**src/rtl/lsu_pkg.sv**
```systemverilog
// Shared LSU types: FSM states, func3 codes, byte-lane masks and request classification helpers.
package lsu_pkg;

   typedef enum logic [1:0] {
      ST_IDLE = 2'd0,
      ST_REQ  = 2'd1,
      ST_WAIT = 2'd2,
      ST_RESP = 2'd3
   } state_t;

   localparam logic [2:0] F3_B  = 3'b000;
   localparam logic [2:0] F3_H  = 3'b001;
   localparam logic [2:0] F3_W  = 3'b010;
   localparam logic [2:0] F3_BU = 3'b100;
   localparam logic [2:0] F3_HU = 3'b101;

   localparam logic [3:0] MASK_B = 4'b0001;
   localparam logic [3:0] MASK_H = 4'b0011;
   localparam logic [3:0] MASK_W = 4'b1111;

   // Fields of the accepted request still needed after the memory request is issued.
   typedef struct packed {
      logic       is_store;
      logic [2:0] func3;
      logic [1:0] off;
   } cap_t;

   function automatic logic f3_legal(input logic is_store, input logic [2:0] f3);
      if (is_store)
         return (f3 == F3_B) || (f3 == F3_H) || (f3 == F3_W);
      return (f3 == F3_B) || (f3 == F3_H) || (f3 == F3_W) || (f3 == F3_BU) || (f3 == F3_HU);
   endfunction

   function automatic logic misaligned(input logic [2:0] f3, input logic [1:0] off);
      case (f3)
         F3_H, F3_HU: return off[0];
         F3_W:        return off != 2'b00;
         default:     return 1'b0;
      endcase
   endfunction

endpackage

```
**src/rtl/lsu_if.sv**
```systemverilog
// Execute-side request, data-memory and write-back handshakes of the LSU in one bundle.
interface lsu_if #(
   parameter int ADDR_W = 32,
   parameter int DATA_W = 32
);
   logic              in_valid;
   logic              in_ready;
   logic              in_is_store;
   logic [2:0]        in_func3;
   logic [ADDR_W-1:0] in_addr;
   logic [DATA_W-1:0] in_wdata;
   logic [4:0]        in_rd;

   logic              mem_req_valid;
   logic              mem_req_ready;
   logic              mem_req_wen;
   logic [ADDR_W-1:0] mem_req_addr;
   logic [DATA_W-1:0] mem_req_wdata;
   logic [3:0]        mem_req_wmask;

   logic              mem_rsp_valid;
   logic [DATA_W-1:0] mem_rsp_rdata;
   logic              mem_rsp_err;

   logic              out_valid;
   logic              out_ready;
   logic [DATA_W-1:0] out_rdata;
   logic [4:0]        out_rd;
   logic              out_err;

   modport slave (
      input  in_valid, in_is_store, in_func3, in_addr, in_wdata, in_rd,
      output in_ready,
      output mem_req_valid, mem_req_wen, mem_req_addr, mem_req_wdata, mem_req_wmask,
      input  mem_req_ready,
      input  mem_rsp_valid, mem_rsp_rdata, mem_rsp_err,
      output out_valid, out_rdata, out_rd, out_err,
      input  out_ready
   );

   modport master (
      output in_valid, in_is_store, in_func3, in_addr, in_wdata, in_rd,
      input  in_ready,
      input  mem_req_valid, mem_req_wen, mem_req_addr, mem_req_wdata, mem_req_wmask,
      output mem_req_ready,
      output mem_rsp_valid, mem_rsp_rdata, mem_rsp_err,
      input  out_valid, out_rdata, out_rd, out_err,
      output out_ready
   );
endinterface

```
**src/rtl/lsu_align.sv**
```systemverilog
// Byte-lane steering: store shift/mask and load extract/extend.
// Latency: purely combinational; no handshake, no backpressure.
module lsu_align
   import lsu_pkg::*;
(
   input  logic [2:0]  st_func3,
   input  logic [1:0]  st_off,
   input  logic [31:0] st_wdata,
   output logic [3:0]  st_wmask,
   output logic [31:0] st_wdata_sh,
   input  logic [2:0]  ld_func3,
   input  logic [1:0]  ld_off,
   input  logic [31:0] ld_rdata,
   output logic [31:0] ld_data
);
   logic [31:0] byte_sel;
   logic [31:0] half_sel;

   always_comb begin
      st_wdata_sh = st_wdata << {st_off, 3'b000};
      case (st_func3)
         F3_B:    st_wmask = MASK_B << st_off;
         F3_H:    st_wmask = MASK_H << st_off;
         F3_W:    st_wmask = MASK_W;
         default: st_wmask = 4'b0000;
      endcase
   end

   // Halves are selected by addr[1] alone; bytes by the full offset.
   always_comb begin
      byte_sel = ld_rdata >> {ld_off, 3'b000};
      half_sel = ld_rdata >> {ld_off[1], 4'b0000};
      case (ld_func3)
         F3_B:    ld_data = {{24{byte_sel[7]}}, byte_sel[7:0]};
         F3_BU:   ld_data = {24'd0, byte_sel[7:0]};
         F3_H:    ld_data = {{16{half_sel[15]}}, half_sel[15:0]};
         F3_HU:   ld_data = {16'd0, half_sel[15:0]};
         default: ld_data = ld_rdata;
      endcase
   end

endmodule

```
**src/rtl/lsu.sv**
```systemverilog
// Single-outstanding load/store unit between execute, data memory and write-back.
// Latency: 3 cycles accept-to-result with zero wait states, 1 cycle for rejected requests; holds every payload while the far side stalls.
module lsu
   import lsu_pkg::*;
#(
   parameter int ADDR_W = 32,
   parameter int DATA_W = 32
) (
   input  logic clk,
   input  logic rst,
   lsu_if.slave bus
);
   state_t      state;
   cap_t        cap;
   logic        bad;
   logic [3:0]  wmask_n;
   logic [DATA_W-1:0] wdata_n;
   logic [DATA_W-1:0] ld_data;

   lsu_align u_align (
      .st_func3    (bus.in_func3),
      .st_off      (bus.in_addr[1:0]),
      .st_wdata    (bus.in_wdata),
      .st_wmask    (wmask_n),
      .st_wdata_sh (wdata_n),
      .ld_func3    (cap.func3),
      .ld_off      (cap.off),
      .ld_rdata    (bus.mem_rsp_rdata),
      .ld_data     (ld_data)
   );

   assign bad          = !f3_legal(bus.in_is_store, bus.in_func3) ||
                         misaligned(bus.in_func3, bus.in_addr[1:0]);
   assign bus.in_ready = (state == ST_IDLE) && !rst;

   always_ff @(posedge clk) begin
      if (rst) begin
         state             <= ST_IDLE;
         cap               <= '0;
         bus.mem_req_valid <= 1'b0;
         bus.mem_req_wen   <= 1'b0;
         bus.mem_req_addr  <= '0;
         bus.mem_req_wdata <= '0;
         bus.mem_req_wmask <= 4'b0000;
         bus.out_valid     <= 1'b0;
         bus.out_err       <= 1'b0;
         bus.out_rdata     <= '0;
         bus.out_rd        <= 5'd0;
      end else begin
         case (state)
            ST_IDLE: begin
               if (bus.in_valid) begin
                  cap        <= '{is_store: bus.in_is_store, func3: bus.in_func3,
                                  off: bus.in_addr[1:0]};
                  bus.out_rd    <= bus.in_rd;
                  bus.out_rdata <= '0;
                  if (bad) begin
                     bus.out_err   <= 1'b1;
                     bus.out_valid <= 1'b1;
                     state         <= ST_RESP;
                  end else begin
                     bus.out_err       <= 1'b0;
                     bus.mem_req_valid <= 1'b1;
                     bus.mem_req_wen   <= bus.in_is_store;
                     bus.mem_req_addr  <= {bus.in_addr[ADDR_W-1:2], 2'b00};
                     bus.mem_req_wdata <= bus.in_is_store ? wdata_n : '0;
                     bus.mem_req_wmask <= bus.in_is_store ? wmask_n : 4'b0000;
                     state             <= ST_REQ;
                  end
               end
            end
            ST_REQ: begin
               if (bus.mem_req_ready) begin
                  bus.mem_req_valid <= 1'b0;
                  state             <= ST_WAIT;
               end
            end
            ST_WAIT: begin
               // Stores and faulted accesses report zero data.
               if (bus.mem_rsp_valid) begin
                  bus.out_valid <= 1'b1;
                  bus.out_err   <= bus.mem_rsp_err;
                  bus.out_rdata <= (bus.mem_rsp_err || cap.is_store) ? '0 : ld_data;
                  state         <= ST_RESP;
               end
            end
            ST_RESP: begin
               if (bus.out_ready) begin
                  bus.out_valid <= 1'b0;
                  state         <= ST_IDLE;
               end
            end
            default: state <= ST_IDLE;
         endcase
      end
   end

endmodule

```
**src/flat_wrapper.sv**
```systemverilog
// flat-port wrapper written by rule: the top's interface ports become plain ports
module lsu_flat import lsu_pkg::*;
#(
   parameter int ADDR_W = 32,
   parameter int DATA_W = 32
)
  (clk, rst, bus_in_valid, bus_in_is_store, bus_in_func3, bus_in_addr, bus_in_wdata, bus_in_rd, bus_in_ready, bus_mem_req_valid, bus_mem_req_wen, bus_mem_req_addr, bus_mem_req_wdata, bus_mem_req_wmask, bus_mem_req_ready, bus_mem_rsp_valid, bus_mem_rsp_rdata, bus_mem_rsp_err, bus_out_valid, bus_out_rdata, bus_out_rd, bus_out_err, bus_out_ready);
  lsu_if #(.ADDR_W(ADDR_W), .DATA_W(DATA_W)) bus_i ();
  input  logic clk;
  input  logic rst;
  input wire logic [$bits(bus_i.in_valid)-1:0] bus_in_valid;
  input wire logic [$bits(bus_i.in_is_store)-1:0] bus_in_is_store;
  input wire logic [$bits(bus_i.in_func3)-1:0] bus_in_func3;
  input wire logic [$bits(bus_i.in_addr)-1:0] bus_in_addr;
  input wire logic [$bits(bus_i.in_wdata)-1:0] bus_in_wdata;
  input wire logic [$bits(bus_i.in_rd)-1:0] bus_in_rd;
  output wire logic [$bits(bus_i.in_ready)-1:0] bus_in_ready;
  output wire logic [$bits(bus_i.mem_req_valid)-1:0] bus_mem_req_valid;
  output wire logic [$bits(bus_i.mem_req_wen)-1:0] bus_mem_req_wen;
  output wire logic [$bits(bus_i.mem_req_addr)-1:0] bus_mem_req_addr;
  output wire logic [$bits(bus_i.mem_req_wdata)-1:0] bus_mem_req_wdata;
  output wire logic [$bits(bus_i.mem_req_wmask)-1:0] bus_mem_req_wmask;
  input wire logic [$bits(bus_i.mem_req_ready)-1:0] bus_mem_req_ready;
  input wire logic [$bits(bus_i.mem_rsp_valid)-1:0] bus_mem_rsp_valid;
  input wire logic [$bits(bus_i.mem_rsp_rdata)-1:0] bus_mem_rsp_rdata;
  input wire logic [$bits(bus_i.mem_rsp_err)-1:0] bus_mem_rsp_err;
  output wire logic [$bits(bus_i.out_valid)-1:0] bus_out_valid;
  output wire logic [$bits(bus_i.out_rdata)-1:0] bus_out_rdata;
  output wire logic [$bits(bus_i.out_rd)-1:0] bus_out_rd;
  output wire logic [$bits(bus_i.out_err)-1:0] bus_out_err;
  input wire logic [$bits(bus_i.out_ready)-1:0] bus_out_ready;
  assign bus_i.in_valid = bus_in_valid;
  assign bus_i.in_is_store = bus_in_is_store;
  assign bus_i.in_func3 = bus_in_func3;
  assign bus_i.in_addr = bus_in_addr;
  assign bus_i.in_wdata = bus_in_wdata;
  assign bus_i.in_rd = bus_in_rd;
  assign bus_in_ready = bus_i.in_ready;
  assign bus_mem_req_valid = bus_i.mem_req_valid;
  assign bus_mem_req_wen = bus_i.mem_req_wen;
  assign bus_mem_req_addr = bus_i.mem_req_addr;
  assign bus_mem_req_wdata = bus_i.mem_req_wdata;
  assign bus_mem_req_wmask = bus_i.mem_req_wmask;
  assign bus_i.mem_req_ready = bus_mem_req_ready;
  assign bus_i.mem_rsp_valid = bus_mem_rsp_valid;
  assign bus_i.mem_rsp_rdata = bus_mem_rsp_rdata;
  assign bus_i.mem_rsp_err = bus_mem_rsp_err;
  assign bus_out_valid = bus_i.out_valid;
  assign bus_out_rdata = bus_i.out_rdata;
  assign bus_out_rd = bus_i.out_rd;
  assign bus_out_err = bus_i.out_err;
  assign bus_i.out_ready = bus_out_ready;
  lsu #(.ADDR_W(ADDR_W), .DATA_W(DATA_W)) u_core (.clk(clk), .rst(rst), .bus(bus_i));
endmodule
```
**config.mk**
```make
export PLATFORM = sky130hd
export DESIGN_NAME = lsu_flat
export DESIGN_NICKNAME = d
export VERILOG_FILES = /design/src/rtl/lsu_pkg.sv /design/src/rtl/lsu_if.sv /design/src/rtl/lsu_align.sv /design/src/rtl/lsu.sv /design/src/flat_wrapper.sv
export SDC_FILE = /design/constraint.sdc
export NUM_CORES = 1
export LEC_CHECK = 0
export CAP_MARGIN = 20
export CORE_UTILIZATION = 46
export CTS_CLUSTER_SIZE = 16
export DETAILED_ROUTE_END_ITERATION = 10
export GPL_ROUTABILITY_DRIVEN = 1
export PLACE_DENSITY_LB_ADDON = 0.12
export SLEW_MARGIN = 20
export SYNTH_ARGS = -nofsm -noshare
export SYNTH_HDL_FRONTEND = slang
export SYNTH_SLANG_ARGS = --single-unit
export TNS_END_PERCENT = 5
```
**constraint.sdc**
```tcl
create_clock -name clk -period 5.07 [get_ports clk]
set_input_delay 1.014 -clock clk [delete_from_list [all_inputs] [get_ports clk]]
set_output_delay 1.014 -clock clk [all_outputs]
set_load 0.02 [all_outputs]
```
==> results of run 1 <==
cells in the final DEF, fill, tap and decap left out, drive strengths merged, types with 14 or more instances in the layout:
master,instances
a21oi,77
a221o,20
a22o,14
clkbuf,23
clkdlybuf4s50,217
dfxtp,115
mux2,14
mux2i,22
nand2,127
o21ai,19
how the worst min path moves through the flow:
| stage | endpoint | depth (start not counted) | start |
|---|---|---|---|
| 2_1_floorplan | u_core.cap[5] | 2 | u_core.cap[5] |
| 5_1_grt | u_core.cap[5] | 2 | u_core.cap[5] |
| 4_1_cts | u_core.bus.mem_req_wdata[17] | 2 | u_core.bus.mem_req_wdata[17] |
| 3_5_place_dp | u_core.bus.mem_req_wdata[20] | 2 | u_core.bus.mem_req_wdata[20] |
| 6_report | u_core.bus.mem_req_wdata[17] | 2 | u_core.bus.mem_req_wdata[17] |
| 3_3_place_gp | u_core.bus.out_rdata[6] | 2 | u_core.bus.out_rdata[6] |
routing by layer:
layer  track usage, %  up-vias
li1                 -     2535
met1             33.1     2452
met2             46.2      215
met3             10.3       25
met4             11.6        0
met5                0        -
final cells by class:
class,count,share of cell area [%]
multi-input cells,416,32.7
flip-flops and latches,115,28.8
repair buffers,225,27.8
clock buffers,23,6.08
well taps,140,2.19
clock inverters,9,1.86
inverters,13,0.610
critical path, cell delays in order, from the launching register on:
cell	delay, ps
sky130_fd_sc_hd__dfxtp_1	330
sky130_fd_sc_hd__inv_1	100
sky130_fd_sc_hd__ha_1	340
sky130_fd_sc_hd__inv_1	130
sky130_fd_sc_hd__nor2_1	120
sky130_fd_sc_hd__clkdlybuf4s50_1	600
kinds of logic after synthesis:
kind of cell / count (synthesis) / share of synthesized area, %
buffers and inverters: 59 / 5.20
AO/OA/AOI/OAI: 179 / 23.9
flip-flops: 115 / 44.5
adder cells (fa/ha/maj): 4 / 0.968
multiplexers: 37 / 7.75
other: 1 / 0.0726
AND/OR/NAND/NOR: 194 / 17.6
synth_stat cells (5+ instances only):
cell type                   instances  area (µm²)
sky130_fd_sc_hd__a21oi_1           76         380
sky130_fd_sc_hd__a221o_1           20         200
sky130_fd_sc_hd__a22o_1            14         123
sky130_fd_sc_hd__buf_2             11        55.1
sky130_fd_sc_hd__buf_4              5        37.5
sky130_fd_sc_hd__clkbuf_1          25        93.8
sky130_fd_sc_hd__dfxtp_1          115        2300
sky130_fd_sc_hd__inv_1             13        48.8
sky130_fd_sc_hd__mux2_2            14         158
sky130_fd_sc_hd__mux2i_1           22         220
sky130_fd_sc_hd__nand2_1          127         477
sky130_fd_sc_hd__nand2b_1           7        43.8
sky130_fd_sc_hd__nand3_1           12        60.1
sky130_fd_sc_hd__nand3b_1           8        60.1
sky130_fd_sc_hd__nor2_1            10        37.5
sky130_fd_sc_hd__o2111ai_1         12         105
sky130_fd_sc_hd__o21ai_0           18        90.1
sky130_fd_sc_hd__o2bb2ai_1          8        70.1
sky130_fd_sc_hd__or3_1              7        43.8
where the power goes:
part / total (mW) / switching (mW) / leakage (nW) / internal, mW
Clock: 1.27 / 0.404 / 0.318 / 0.861
Sequential: 1.03 / 0.0596 / 0.931 / 0.975
Combinational: 0.771 / 0.436 / 1.62 / 0.335
registers in the layout, indices dropped and copies added, names as in the netlist, 2 cells and up:
name and flops:
u_core.bus.mem_req_wdata 32, u_core.bus.out_rdata 32, u_core.bus.mem_req_addr 30, u_core.cap 6, u_core.bus.out_rd 5, u_core.bus.mem_req_wmask 4, u_core.state 2
metrics by stage:
step	instance area [µm²]	setup WS, ps	hold WS [ps]
floorplan	5170	2350	432
global placement	7370	1720	436
detailed placement	7370	1640	445
CTS	8000	1890	455
global route	8000	1780	469
finish	8000	1910	452
==> impl_metrics.env, run 1 <==
export IMPL_grt_usage_pct=28.2
export IMPL_tritoncts="done"
export IMPL_timing_critical_path_to="bus_in_ready"
export IMPL_initialDrtViolationCount=300
export IMPL_timing_max_cap_violations=0
export IMPL_status="finished clean"
export IMPL_cts_inserted_buffers=17
export IMPL_dr_wl_met3_mm=1.42
export IMPL_power_total_mw=3.07
export IMPL_finalHoldViolations=0
export IMPL_unique_masters_post_synth=55
export IMPL_grt_antenna_before_repair=0
export IMPL_synth_seq_cells=115
export IMPL_post_cts_setup_buffer_count=0
export IMPL_met1_length_mm=6.49
export IMPL_globalRoute_totalOverflow=0
export IMPL_n_antenna_cell=0
export IMPL_clock_path_buffers=2
export IMPL_min_delay_worst_type="flop to flop"
export IMPL_power_ir_vdd_worst_mv=0.306
export IMPL_post_placement_cell_count=909
export IMPL_sequential_cell_area_um2=2300
export IMPL_timing_reg2reg_worst_path_depth=6
export IMPL_worstReg2RegStart="u_core.state[0]"
export IMPL_worst_skew_pair_late_latency_ps=520
export IMPL_initial_core_util_pct=47.5
export IMPL_die_h_um=108
export IMPL_clock_tree_htree_level_count=4
export IMPL_die_width_um=108
export IMPL_drt_first_pass_iters=5
export IMPL_route_antenna_remaining_nets=0
export IMPL_routed_wire_length_per_instance_um=17.2
export IMPL_clockRootBuffer="sky130_fd_sc_hd__clkbuf_8"
export IMPL_dominantRegCellSynth="sky130_fd_sc_hd__dfxtp_1"
export IMPL_synthCells=589
export IMPL_cts_repair_resized=0
export IMPL_top_level_ports=222
export IMPL_detailedPlacementHpwl_mm=11.5
export IMPL_setup_repair_after_global_routing_missed_its_margin="false"
export IMPL_synthArstFlopShare_pct=0
export IMPL_clock_fmax_mhz=317
export IMPL_multi_input_area_um2=2610
export IMPL_vias_per_cell=5.55
export IMPL_drcViolationCount=0
export IMPL_layout_filler_cells=829
export IMPL_synth_area_per_cell_um2=8.78
export IMPL_tightest_slew_ps=911
export IMPL_synth_yosys_seq_area_share_pct=44.5
export IMPL_worstReg2RegEnd="u_core.bus.out_rdata[26]"
export IMPL_fin_util_pct=73.5
export IMPL_slew_headroom_pct=39.0
export IMPL_post_synth_instance_area_um2=5170
export IMPL_start_kind="flop"
export IMPL_number_of_global_route_vias_before_repair=4994
export IMPL_place_gp_congestion=0.872
export IMPL_criticalPathCategory="flop to output port"
export IMPL_overall_via_count_from_detail_route=5227
export IMPL_power_density_cell_area_nw_per_um2=384
export IMPL_dieArea_um2=11700
export IMPL_worst_setup_hold_path_clk_slew_ps=50
export IMPL_layoutNonFillerInstCount=941
export IMPL_timing_critical_path_arrival_ps=2140
export IMPL_cp_data_required_time_ps=4060
export IMPL_fin_worst_skew_ps=7.38
export IMPL_synth_warnings=0
export IMPL_power_static_leakage_nw=2.87
export IMPL_layout_nets=904
export IMPL_synth_edf_count=0
export IMPL_beginning_of_the_critical_path="u_core.state[1]"
export IMPL_floorplan_core_area_um2=10900
export IMPL_worstSetupEndpointType="output port"
export IMPL_io_buffer_count=219
export IMPL_cts_hold_buf=0
export IMPL_final_setup_viol_count=0
export IMPL_grt_first_pass_wirelength_mm=25.1
export IMPL_final_setup_tns_ps=0
export IMPL_cts_num_sinks=115
export IMPL_area_growth_syn_to_layout_pct=54.8
export IMPL_met2RoutedLength_mm=7.88
export IMPL_dr_max_layer_used="met4"
export IMPL_timing_critical_path_fanout_max=9
export IMPL_timing_reg2reg_setup_slack_ps=2540
export IMPL_slew_violations=0
export IMPL_layout_drive_gt1_share_pct=8.36
export IMPL_floorplan_rows=38
export IMPL_drt_total_wl_mm=16.2
export IMPL_final_min_period_over_clock_period_pct=62.3
export IMPL_grt_start_max_net_pins=76
export IMPL_post_route_min_period_ps=3160
Power figures use the tool's default switching activity.
==> run 2: changes to the inputs <==
CORE_UTILIZATION = 39   (was 46)
clock period = 2.54 ns   (was 5.07 ns; I/O delays follow)
==> run 2 against run 1 <==
  * Final cell count rose by 5.2%
  * Sequential share of layout area fell by 0.89 points
  * Sequential power rose by 99%
  * Design area rose by 3.2%
==> impl_metrics.env, run 2 (synthesis gave the netlist of run 1 again) <==
export IMPL_power_static_leakage_nw=2.98
export IMPL_top_level_ports=222
export IMPL_critical_path_top_delay_family="buffers and inverters"
export IMPL_number_of_global_route_vias_before_repair=5085
export IMPL_globalRoute_totalOverflow=0
export IMPL_cp_slowest_stage_delay_ps=390
export IMPL_setup_repair_after_global_routing_missed_its_margin="false"
export IMPL_vias_per_cell=5.35
export IMPL_timing_critical_path_fanout_max=9
export IMPL_die_width_um=117
export IMPL_post_route_min_period_ps=2290
export IMPL_die_h_um=117
export IMPL_area_growth_syn_to_layout_pct=59.7
export IMPL_final_common_cell="sky130_fd_sc_hd__clkdlybuf4s50_1"
export IMPL_clock_fmax_mhz=436
export IMPL_cp_data_required_time_ps=2030
export IMPL_fin_area_um2=8260
export IMPL_tightest_slew_ps=729
export IMPL_slew_headroom_pct=51.3
export IMPL_drt_first_pass_iters=7
export IMPL_worst_setup_hold_path_clk_slew_ps=50
export IMPL_fin_worst_skew_ps=4.34
export IMPL_cell_chain_of_the_critical_path="inv_1 -> ha_2 -> inv_1 -> nor2_1 -> dlygate4sd2_1"
export IMPL_finalHoldViolations=0
export IMPL_crit_top_cell="sky130_fd_sc_hd__inv_1"
export IMPL_detailedPlacementHpwl_mm=12.3
export IMPL_layout_nets=921
export IMPL_power_total_mw=6.36
export IMPL_reg_largest_list="u_core.bus.mem_req_wdata: 32 flops, u_core.bus.out_rdata: 32 flops, u_core.bus.mem_req_addr: 30 flops"
export IMPL_tritoncts="done"
export IMPL_final_setup_viol_count=0
export IMPL_grt_antenna_before_repair=0
export IMPL_cts_hold_buf=0
export IMPL_critical_path_slowest_cell="sky130_fd_sc_hd__dlygate4sd2_1"
export IMPL_clock_path_buffers=2
export IMPL_timing_max_cap_violations=0
export IMPL_floorplan_core_area_um2=12800
export IMPL_grt_usage_pct=24.8
export IMPL_slew_violations=0
export IMPL_layout_drive_gt1_share_pct=10.4
export IMPL_path_buf_inv=3
export IMPL_fin_util_pct=64.6
export IMPL_worst_skew_pair_late_latency_ps=410
export IMPL_drcViolationCount=0
export IMPL_initial_core_util_pct=40.5
export IMPL_grt_start_max_net_pins=42
export IMPL_floorplan_rows=41
export IMPL_final_min_period_over_clock_period_pct=90.2
export IMPL_power_density_cell_area_nw_per_um2=771
export IMPL_timing_critical_path_arrival_ps=1780
export IMPL_power_ir_vdd_worst_mv=0.472
export IMPL_route_antenna_remaining_nets=0
export IMPL_clockRootBuffer="sky130_fd_sc_hd__clkbuf_16"
export IMPL_cts_inserted_buffers=17
export IMPL_min_delay_worst_type="input pin to flop"
export IMPL_dieArea_um2=13700
export IMPL_cts_num_sinks=115
export IMPL_criticalPathCategory="flop to output port"
export IMPL_grt_first_pass_wirelength_mm=25.7
export IMPL_mostFrequentLayoutCells="sky130_fd_sc_hd__clkdlybuf4s50_1, sky130_fd_sc_hd__nand2_1, sky130_fd_sc_hd__dfxtp_1"
export IMPL_place_gp_congestion=0.925
export IMPL_io_buffer_count=219
export IMPL_drt_total_wl_mm=16.6
export IMPL_initialDrtViolationCount=291
export IMPL_clock_tree_htree_level_count=4
export IMPL_status="finished clean"
export IMPL_start_kind="flop"
export IMPL_timing_reg2reg_setup_slack_ps=500
export IMPL_overall_via_count_from_detail_route=5299
export IMPL_routed_wire_length_per_instance_um=16.8
export IMPL_final_setup_tns_ps=0
export IMPL_worstSetupEndpointType="output port"
export IMPL_placed_cell_area_um2=7580
export IMPL_n_antenna_cell=0
==> run 2: cell count changes in the layout (fill, tap and decap cells not counted), sizes merged <==
cell | before | now
clkdlybuf4s50 | 217 | 216
dlygate4sd2 | 0 | 1
bufinv | 4 | 5
buf | 8 | 25
clkinvlp | 0 | 1
clkinv | 5 | 3
==> run 2: repair_timing <==
| item | in CTS | in global routing |
|---|---|---|
| gates resized for setup | 2 | 0 |
| setup endpoints to repair | 1 | 0 |
| buffers inserted | 0 | 0 |
==> run 2: worst reg2reg max path, stage by stage, from the launching register on <==
cell                      delay, ps
sky130_fd_sc_hd__dfxtp_1        380
sky130_fd_sc_hd__inv_1          100
sky130_fd_sc_hd__ha_2           260
sky130_fd_sc_hd__nor2b_4        150
sky130_fd_sc_hd__or3_1          480
sky130_fd_sc_hd__a21oi_1        430
sky130_fd_sc_hd__a22o_1         190
==> run 2: path summary, 6_finish.rpt <==
kind / startpoint / end / cells after the start
hold reg to reg: u_core.bus.out_rdata[1] / u_core.bus.out_rdata[1] / 2
setup / recovery: u_core.state[0] / bus_in_ready / 5
setup reg to reg: u_core.state[0] / u_core.bus.out_rdata[11] / 6
hold / removal: rst / u_core.state[0] / 2
==> run 2: final cells by class <==
| type | instances | area, µm² |
|---|---|---|
| Fill cell | 1022 | 4520 |
| Multi-Input combinational cell | 416 | 2620 |
| Timing Repair Buffer | 242 | 2400 |
| Sequential cell | 115 | 2300 |
| Clock buffer | 23 | 498 |
| Tap cell | 172 | 215 |
| Clock inverter | 9 | 173 |
| Inverter | 13 | 48.8 |
==> run 2: routing by layer <==
metal / GRT usage [%] / part of all wire (%)
met2: 39.4 / 47
met5: 0 / 0
met1: 29.8 / 42
met4: 11.1 / 2.3
met3: 9.32 / 9.2
==> run 2: through the flow <==
stage | hold WS, ps | worst slack, ps | instances
floorplan | 432 | 570 | 590
global placement | 441 | 131 | 958
detailed placement | 450 | 43.5 | 958
CTS | 414 | 221 | 990
global route | 426 | 122 | 990
finish | 433 | 249 | 990
==> run 2: report_power, final <==
part           total [mW]  switching (mW)  internal, mW
registers            2.05           0.105          1.95
clock network        2.68           0.819          1.86
logic                1.63           0.913         0.716
total                6.36            1.84          4.53
